## src/rtl/multicycle_sequencer.sv

```systemverilog
// multicycle_sequencer: step controller for a multicycle datapath that shares
// one unified instruction/data memory port. Each instruction is stepped
// through FETCH, DECODE, EXEC, optional MEM, and WB. The architectural write
// enables are raised only in the step where they are valid. The external
// combinational decoder still drives the mux selects and the ALU, branch and
// memory codes.
//
// Ports:
//   clk, rst_n              clock and asynchronous active-low reset
//   OpCode[6:0]             opcode field from the IR, valid from DECODE onward
//   mem_ready               memory acknowledge, looked at only while mem_req=1
//   mem_req/mem_we/mem_sel  memory request, write strobe, address select (0=PC, 1=ALU)
//   IRWr                    IR load pulse, qualified by mem_ready in FETCH
//   PCWr                    PC update / retire strobe in WB
//   RUWrEn                  register-file write gate in WB
//   state[2:0]              current step, for debug
//   illegal                 sticky flag, set on entry to TRAP
//   halted                  high in HALT or TRAP
//   cycle_cnt, instr_cnt    performance counters (CNT_W bits)
//
// Build option: define SEQ_PERF_CNT_EN to build the performance counters.
// When it is undefined, cycle_cnt and instr_cnt are tied to zero.
module multicycle_sequencer #(
  parameter int unsigned CNT_W = 32
) (
  input  logic             clk,
  input  logic             rst_n,
  input  logic [6:0]       OpCode,
  input  logic             mem_ready,
  output logic             mem_req,
  output logic             mem_we,
  output logic             mem_sel,
  output logic             IRWr,
  output logic             PCWr,
  output logic             RUWrEn,
  output logic [2:0]       state,
  output logic             illegal,
  output logic             halted,
  output logic [CNT_W-1:0] cycle_cnt,
  output logic [CNT_W-1:0] instr_cnt
);

  localparam int unsigned OP_W = 7;

  localparam logic [OP_W-1:0] OP_ALU    = 7'b0110011;
  localparam logic [OP_W-1:0] OP_ALUI   = 7'b0010011;
  localparam logic [OP_W-1:0] OP_LOAD   = 7'b0000011;
  localparam logic [OP_W-1:0] OP_JALR   = 7'b1100111;
  localparam logic [OP_W-1:0] OP_BRANCH = 7'b1100011;
  localparam logic [OP_W-1:0] OP_STORE  = 7'b0100011;
  localparam logic [OP_W-1:0] OP_JAL    = 7'b1101111;
  localparam logic [OP_W-1:0] OP_LUI    = 7'b0110111;
  localparam logic [OP_W-1:0] OP_AUIPC  = 7'b0010111;
  localparam logic [OP_W-1:0] OP_SYSTEM = 7'b1110011;

  typedef enum logic [2:0] {
    S_INIT   = 3'd0,
    S_FETCH  = 3'd1,
    S_DECODE = 3'd2,
    S_EXEC   = 3'd3,
    S_MEM    = 3'd4,
    S_WB     = 3'd5,
    S_HALT   = 3'd6,
    S_TRAP   = 3'd7
  } state_t;

  state_t state_q;
  state_t state_d;
  logic   op_legal;
  logic   op_mem;
  logic   op_store;
  logic   op_no_rd;
  logic   illegal_q;

  // Opcode classification used by the step sequencing
  always_comb begin
    op_legal = 1'b0;
    case (OpCode)
      OP_ALU, OP_ALUI, OP_LOAD, OP_JALR, OP_BRANCH,
      OP_STORE, OP_JAL, OP_LUI, OP_AUIPC: op_legal = 1'b1;
      default:                            op_legal = 1'b0;
    endcase
  end

  assign op_store = (OpCode == OP_STORE);
  assign op_mem   = (OpCode == OP_LOAD) || op_store;
  assign op_no_rd = (OpCode == OP_BRANCH) || op_store;

  // State register
  always_ff @(posedge clk or negedge rst_n) begin
    if (!rst_n) state_q <= S_INIT;
    else        state_q <= state_d;
  end

  // Next-state logic; HALT and TRAP are left only through reset
  always_comb begin
    state_d = state_q;
    case (state_q)
      S_INIT:   state_d = S_FETCH;
      S_FETCH:  if (mem_ready) state_d = S_DECODE;
      S_DECODE: begin
        if (op_legal)                 state_d = S_EXEC;
        else if (OpCode == OP_SYSTEM) state_d = S_HALT;
        else                          state_d = S_TRAP;
      end
      S_EXEC:   state_d = op_mem ? S_MEM : S_WB;
      S_MEM:    if (mem_ready) state_d = S_WB;
      S_WB:     state_d = S_FETCH;
      default:  state_d = state_q;
    endcase
  end

  // Moore outputs decoded from the state; IRWr is additionally qualified by mem_ready
  always_comb begin
    mem_req = 1'b0;
    mem_we  = 1'b0;
    mem_sel = 1'b0;
    IRWr    = 1'b0;
    PCWr    = 1'b0;
    RUWrEn  = 1'b0;
    halted  = 1'b0;
    case (state_q)
      S_FETCH: begin
        mem_req = 1'b1;
        IRWr    = mem_ready;
      end
      S_MEM: begin
        mem_req = 1'b1;
        mem_sel = 1'b1;
        mem_we  = op_store;
      end
      S_WB: begin
        PCWr   = 1'b1;
        RUWrEn = !op_no_rd;
      end
      S_HALT, S_TRAP: halted = 1'b1;
      default: ;
    endcase
  end

  // Sticky illegal-opcode flag
  always_ff @(posedge clk or negedge rst_n) begin
    if (!rst_n)                                     illegal_q <= 1'b0;
    else if (state_q == S_DECODE && state_d == S_TRAP) illegal_q <= 1'b1;
  end

  assign illegal = illegal_q;
  assign state   = state_q;

`ifdef SEQ_PERF_CNT_EN
  logic [CNT_W-1:0] cycle_q;
  logic [CNT_W-1:0] instr_q;
  logic             active;

  assign active = !(state_q inside {S_INIT, S_HALT, S_TRAP});

  // Performance counters; they wrap silently and freeze in HALT/TRAP
  always_ff @(posedge clk or negedge rst_n) begin
    if (!rst_n) begin
      cycle_q <= '0;
      instr_q <= '0;
    end else begin
      if (active)         cycle_q <= cycle_q + CNT_W'(1);
      if (state_q == S_WB) instr_q <= instr_q + CNT_W'(1);
    end
  end

  assign cycle_cnt = cycle_q;
  assign instr_cnt = instr_q;
`else
  assign cycle_cnt = '0;
  assign instr_cnt = '0;
`endif

endmodule

```

## config.mk

```make
export PLATFORM = sky130hd
export DESIGN_NAME = multicycle_sequencer
export DESIGN_NICKNAME = d
export VERILOG_FILES = /design/src/rtl/multicycle_sequencer.sv
export SDC_FILE = /design/constraint.sdc
export NUM_CORES = 1
export LEC_CHECK = 0
export ABC_AREA = 1
export CELL_PAD_IN_SITES_DETAIL_PLACEMENT = 0
export CELL_PAD_IN_SITES_GLOBAL_PLACEMENT = 2
export CORE_ASPECT_RATIO = 0.8
export CORE_MARGIN = 2
export CORE_UTILIZATION = 14
export DETAILED_ROUTE_END_ITERATION = 12
export GPL_TIMING_DRIVEN = 0
export PLACE_DENSITY_LB_ADDON = 0.1
export SLEW_MARGIN = 5
export SYNTH_ARGS = -nofsm -noshare
export SYNTH_HDL_FRONTEND = slang
export SYNTH_SLANG_ARGS = --single-unit
```

## constraint.sdc

```tcl
create_clock -name clk -period 2.32 [get_ports clk]
set_clock_uncertainty 0.1 [all_clocks]
set_input_delay 0.348 -clock clk [delete_from_list [all_inputs] [get_ports clk]]
set_output_delay 0.348 -clock clk [all_outputs]
set_load 0.01 [all_outputs]
```

# After elaboration in Yosys (flattened, before gate mapping)
# Index checks and enable logic that the tools add are counted.
[word_totals]
regBits = 4
out_inout_bits = 75
wordCells = 43
[op_classes]
n_eq_ne = 18
muxes = 14
n_reduce_logical = 9
[ops]
columns = ["op", "count"]
rows = [
  ["equality test 7 bit (second input constant)", 4],
  ["equality test 7 x 6 -> 1 bit (second input constant)", 3],
  ["equality test 3 bit (second input constant)", 5],
  ["case mux 3 bit (5 select lines)", 1],
  ["equality test 7 x 5 -> 1 bit (second input constant)", 2],
  ["two-way mux 1 bit", 10],
  ["two-way mux 3 bit", 3],
  ["OR reduction 9 bit", 1],
  ["equality test 7 x 2 -> 1 bit (second input constant)", 1],
  ["equality test 3 x 2 -> 1 bit (second input constant)", 2],
  ["OR reduction 2 bit", 3],
  ["equality test 3 x 1 -> 1 bit (second input constant)", 1],
  ["logical NOT 3 bit", 1],
  ["logical OR 1 bit", 2],
  ["logical AND 1 bit", 1],
  ["logical NOT 1 bit", 1],
]

# Longest topological paths before layout
# Gate-level depths: netlist of run 1.
[logic_depth]
ltp_word = 7
depth_mapped = 8

# Worst setup path before layout of run 1
# No wires, ideal clock.
[synth_path]
path_kind = "register to output"
start = "reg state_q[2], in the netlist state[2]"
end = "out RUWrEn"
arrival_ps = 1030
required_time_ps = 1872
slack_ps = 842
path_stages_with_launch = 4
cell_sequence = "dfrtp_1 nand2_1 nor2_1 and3_1"
[synth_between]
elab_chain_cells = 2
[synth_rtl]
columns = ["item", "line_no", "source"]
rows = [
  ["start, declared", "67", "state_t state_q;"],
  ["start signal, assigned", "92", "else state_q <= state_d;"],
  ["equality test 3 bit", "122", "case (state_q)"],
  ["two-way mux 1 bit", "122", ""],
  ["end, declared", "35", "output logic RUWrEn,"],
]
# Every way passes these cells.

# Worst setup path in the final report of run 1
[layout_path]
start = "reg state_q[1], in the netlist state[1]"
end = "out IRWr"
[layout_between]
elab_chain_cells = 2
[layout_rtl]
columns = ["item", "line_no", "source"]
rows = [
  ["equality test 3 x 1 -> 1 bit", "122", ""],
  ["two-way mux 1 bit", "122", ""],
  ["end, declared", "33", "output logic IRWr,"],
]
# Every way passes these cells.

==> impl_results.md, run 1 <==
* Netlist Area Pre-Place at 855 um^2
* GRT Total Usage at 0.0464
* Vias at 784
* Cell Pwr Density at 261 nW/um^2
* Clock power frac at 0.382
* Top fanout value on the critical path at 7
* Vias in the first global route at 604
* Synth area leaders: buf_4, dfrtp_1, nand2_1
* Combinational share of power at 0.431
* GRT Residual Overflow at 0
* Critical path type: reg -> out
* DRT Wirelength at 1.74 mm
* Reg power frac at 0.187
* Period utilization at 0.897
* Clock latency at the later pin of the worst-skew pair at 210 ps
* PnR worst setup slack at 239 ps
* Layout Area Growth over Synthesis at 68.2%
* Dpl ws at -53.3 ps
* Pins over their slew limit at 0
* #FFs+latches synth at 4
* Final Hold Viols at 0
* # rows at 25
* CTS Root Cell: clkbuf_8
* ANT nets after route at 0
* Post-route cell area at 1440 um^2
* Pre-antenna DRT Iters at 4
* Post-CTS Setup Bufs at 0
* WL/cell at 5.85 um
* Number of port buffers at 20
* Syn avg cell area at 6.57 um^2
* Placed Area at 1390 um^2
* Mapped Cells at 130
* Max Cap Viol at 0
* Number of clock sinks at 4
* Hold crit path type: in -> async
* CTS Hold Buffers Added at 0
* Initial DRC count at 29
* Layout cells sized above 1 at 0.352
* Status: complete, no violations
* Clk slew on worst S/H paths at 30 ps
* Post-Layout Cell Count at 297
* CP Data Arrival Time at 1630 ps
* Die width at 91.4 um
* Largest net degree at the start of global routing at 8
* Sw frac at 0.287
* Die area at 6750 um^2
* Maximum VDD drop at 136 uV
* Dpl cells at 294
* FMAX at 481 MHz
* Total CTS buffers at 3
* Bufs on Longest Clock Path at 2
* Post-synth cell types at 16
* Worst hold margin at 237 ps
* Startpoint types: flip-flop
* CTS tree: done
* Initial antenna violation count at 0
* Static Leak at 0.000912 uW
* Sequential area share after synthesis at 0.117
* H-tree depth at 1
* Commonest cells after routing, fill and taps aside: buf_4, conb_1, nand2_1, clkdlybuf4s50_1, nor2_1
* Initial Util at 0.145
* Crit path required time at 1870 ps
* Area leader, netlist: buf_4
* Die Ht at 73.9 um
* P_sw at 108 uW
* DR DRC count at 0
* Placer Congestion at 0.747
* Top-Level Pins at 85
* Core Region at 5910 um^2
* Internal power at 267 uW
* Vias per Instance at 2.64
* First-pass GRT wire length at 2.53 mm
* Diodes inserted at 0
* Critical Path Sink Type: primary output
* RSZ-0062 raised after global routing: no
* Crit path time final at 2080 ps
* Final setup violation count at 0
* Layout Nets at 228
* DPL Wire Length at 1.62 mm
* Top cell type's share of synthesized area at 0.562
* Total number of yosys warnings at 0
* Setup TNS after final layout at 0 ps
## layout make-up
class,instances,area [um^2]
sequential,4,100
tap,81,101
inverter,14,52.6
clock buffer,3,41.3
buffer,64,480
timing repair buffer,20,201
multi-input combinational,111,460
fill,656,4470
## worst max-delay path, stage by stage, from the launching register on
cell             delay [ps]
dfrtp_1                 440
inv_2                   130
nand3_2                 120
nor2_1                  170
clkdlybuf4s50_1         570
## per-stage QoR
stage,util,power (uW)
after global routing,0.243,399
final,0.243,375
after global placement,0.236,227
after CTS,0.243,375
after floorplan,-,206
after detailed placement,0.236,227
## timing repair
action / 4_1_cts / 5_1_grt
gates cloned: 0 / 0
setup endpoints to repair: 2 / 1
gates resized for setup: 2 / 1
pin swaps: 0 / 0
## layer usage
layer	GRT usage	vias to the layer above	routed length, um
li1	-	436	-
met1	0.0502	300	645
met2	0.0897	48	907
met3	0.00821	0	183
met4	0.0202	0	0
met5	0	-	0
## synth_stat cells
cell,number
and3_1,1
buf_4,64
conb_1,1
dfrtp_1,4
inv_1,12
inv_2,2
nand2_1,18
nand2_2,3
nand3_1,5
nand3_2,1
nand4_1,1
nand4_2,1
nor2_1,14
o21ai_0,1
o21ai_1,1
o21ai_2,1
## kinds of logic after synthesis
logic type      count (synthesis)  share of synthesized area
simple gates                   44                      0.233
compound gates                  3                     0.0220
other cells                     1                    0.00439
flops                           4                      0.117
buf+inv                        78                      0.624
## power by group through the flow
stage	registers, uW	logic [uW]	clock network, uW
6_report	70.3	161	143
4_1_cts	70.3	157	147
3_5_place_dp	71.0	156	0
5_1_grt	70.2	176	153
3_3_place_gp	71.0	156	0
2_1_floorplan	71.1	135	0
## worst paths after layout
path / cells past startpoint / slack [ps] / startpoint / endpoint
worst max-delay path: 4 / 240 / state[1]$_DFF_PN0_ / IRWr
worst min-delay path: 1 / 240 / rst_n / state[0]$_DFF_PN0_
worst max register to register: 7 / 1060 / state[1]$_DFF_PN0_ / illegal$_DFFE_PN0P_
worst min register to register: 2 / 370 / illegal$_DFFE_PN0P_ / illegal$_DFFE_PN0P_
max in group asynchronous: 1 / 1720 / rst_n / illegal$_DFFE_PN0P_
min in group clk: 2 / 370 / illegal$_DFFE_PN0P_ / illegal$_DFFE_PN0P_
## sequential cells by signal (all words and copies together) (netlist names)
register	count
illegal	1
state	3
No activity file was read; power rests on OpenSTA's default activity.
==> run 2: changes to the inputs <==
- PLACE_DENSITY: default -> 0.87
- PLACE_DENSITY_LB_ADDON: 0.1 -> default
==> run 2 against run 1 <==
  * Register-to-register slack barely moved
  * Global-route usage shrank 0.37 points
  * Routed wire length down 5.9%
  * Sequential power hardly changed
  * Cell area is 0.26% higher
  * First-iteration DRC count fell by 93%
  * Non-clock buffer count unchanged
  * Cell count did not move
  * Via count is 2.6% lower
==> impl_results.md, run 2 (synthesis results as in run 1) <==
* Status: complete, no violations
* Reg power frac at 0.187 (about the same)
* GR peak layer: met2
* Final setup violation count at 0 (unchanged)
* Period utilization at 0.879 (-0.0184)
* Largest net degree at the start of global routing at 8 (unchanged)
* Clk slew on worst S/H paths at 30 ps (about the same)
* Die area at 6750 um^2 (unchanged)
* Post-Layout Cell Count at 297 (unchanged)
* # rows at 25 (unchanged)
* Slowest CP cell: clkdlybuf4s50_1
* Layout Nets at 228 (unchanged)
* Die width at 91.4 um (unchanged)
* FMAX at 491 MHz (+2.1%)
* Vias at 764 (-2.6%)
* Dpl cells at 294 (unchanged)
* CTS Root Cell: clkbuf_8
* PnR Total Power at 377 uW (+0.46%)
* Number of clock sinks at 4 (unchanged)
* Layout Area Growth over Synthesis at 68.7%
* Crit path time final at 2040 ps (-42.8 ps)
* Slowest stage delay, CP at 550 ps (-20 ps)
* Internal power at 267 uW (about the same)
* FF-to-FF End: illegal$_DFFE_PN0P_
* Static Leak at 0.000926 uW (+1.5%)
* RSZ-0062 raised after global routing: no
* Post-CTS Setup Bufs at 0 (unchanged)
* Met2 usage at 0.0733 (-0.0165)
* Pins over their slew limit at 0 (unchanged)
* GR Layer Usage met1 at 0.0502 (about the same)
* Vias in the first global route at 592 (-2.0%)
* Top-Level Pins at 85 (unchanged)
* GRT Total Usage at 0.0426 (-0.00375)
* Sw frac at 0.290 (+0.00289)
* Initial DRC count at 2 (-93%)
* Commonest cells after routing, fill and taps aside: buf_4, conb_1, nand2_1, clkdlybuf4s50_1, nor2_1
* Vias per Instance at 2.57 (-2.6%)
* GR Util met3 at 0.00821 (unchanged)
* Pre-antenna DRT Iters at 3 (-1)
* Max Cap Viol at 0 (unchanged)
* DR DRC count at 0 (unchanged)
* Number of port buffers at 20 (unchanged)
* PnR worst setup slack at 282 ps (+42.8 ps)
* Diodes inserted at 0 (unchanged)
* Clock power frac at 0.386 (+0.004)
* Layout cells sized above 1 at 0.352 (unchanged)
* Final Hold Viols at 0 (unchanged)
* Total CTS buffers at 3 (unchanged)
* Maximum VDD drop at 57.2 uV (-58%)
* First-pass GRT wire length at 2.38 mm (-6.0%)
* Initial antenna violation count at 0 (unchanged)
* Crit path required time at 1870 ps (about the same)
* Startpoint types: flip-flop
* Die Ht at 73.9 um (unchanged)
* GRT Residual Overflow at 0 (unchanged)
* CP Data Arrival Time at 1590 ps (-40 ps)
* Critical path type: reg -> out
* P_sw at 109 uW (+1.5%)
* Combinational share of power at 0.427 (-0.004)
* Cell Pwr Density at 261 nW/um^2 (+0.20%)
* Top fanout value on the critical path at 7 (unchanged)
* Clock latency at the later pin of the worst-skew pair at 210 ps (about the same)
* Initial Util at 0.145 (unchanged)
* Worst r2r src: state[1]$_DFF_PN0_
* Worst hold margin at 236 ps (-0.708 ps)
* Max reg flops at 3 (unchanged)
* DRT Wirelength at 1.63 mm (-5.9%)
* Core Region at 5910 um^2 (unchanged)
* ANT nets after route at 0 (unchanged)
* CTS tree: done
* DPL Wire Length at 1.55 mm (-4.8%)
* H-tree depth at 1 (unchanged)
* Hold crit path type: in -> async
* Setup TNS after final layout at 0 ps (unchanged)
* Internal reg-to-reg setup slack at 1070 ps (about the same)
* WL/cell at 5.50 um (-5.9%)
* Critical-path cell list: inv_2 > nand3_2 > nor2_1 > clkdlybuf4s50_1
* Dpl ws at -24.1 ps (+29.2 ps)
* Reg2reg path depth at 7 (unchanged)
* Bufs on Longest Clock Path at 2 (unchanged)
* Critical Path Sink Type: primary output
* Placer Congestion at 0.723 (-3.3%)
## run 2: cell count changes in the layout (fill, tap and decap cells not counted)
cell,previous run,this run
dlygate4sd2_1,1,0
dlymetal6s2s_1,1,2
## run 2: worst max-delay path, delay by kind of cell, from the launching register on
kind | cells | cell delay, ps
DFF | 1 | 450
and+or+nand+nor | 2 | 240
buffers and inverters | 2 | 680
## run 2: metal layers
metal	wire, um	vias up	share of wire
met3	167	0	0.10
li1	-	439	-
met1	665	283	0.41
met5	0	-	0
met2	800	42	0.49
met4	0	0	0
## run 2: how the worst max path moves through the flow
stage / start / endpoint / slack [ps] / depth (start not counted)
floorplan: state[2]$_DFF_PN0_ / RUWrEn / 840 / 3
global placement: OpCode[3] / mem_we / -20 / 7
detailed placement: OpCode[3] / mem_we / -20 / 7
CTS: OpCode[3] / mem_we / 30 / 7
global route: state[1]$_DFF_PN0_ / IRWr / 140 / 4
finish: state[1]$_DFF_PN0_ / IRWr / 280 / 4
## run 2: layout make-up
cell class                 instances  area [um^2]
sequential                         4          100
multi-input combinational        111          460
tap                               81          101
fill                             665         4470
buffer                            64          480
clock buffer                       3         41.3
timing repair buffer              20          205
inverter                          14         52.6
## run 2: metrics by stage
step	util	area, um^2
floorplan	-	1090
detailed placement	0.236	1390
finish	0.244	1440
global route	0.244	1440
CTS	0.243	1440
global placement	0.236	1390
## run 2: what timing repair did
item | in CTS | in global routing
resized for setup | 1 | 2
cloned | 0 | 0
endpoints found under the setup margin | 2 | 2
hold buffers | 0 | 0
## run 2: power groups by stage
stage / combinational, uW / sequential [uW] / clock [uW]
global placement: 156 / 71.0 / 0
floorplan: 135 / 71.1 / 0
global route: 179 / 70.2 / 152
CTS: 156 / 70.3 / 150
detailed placement: 156 / 71.0 / 0
finish: 161 / 70.3 / 145
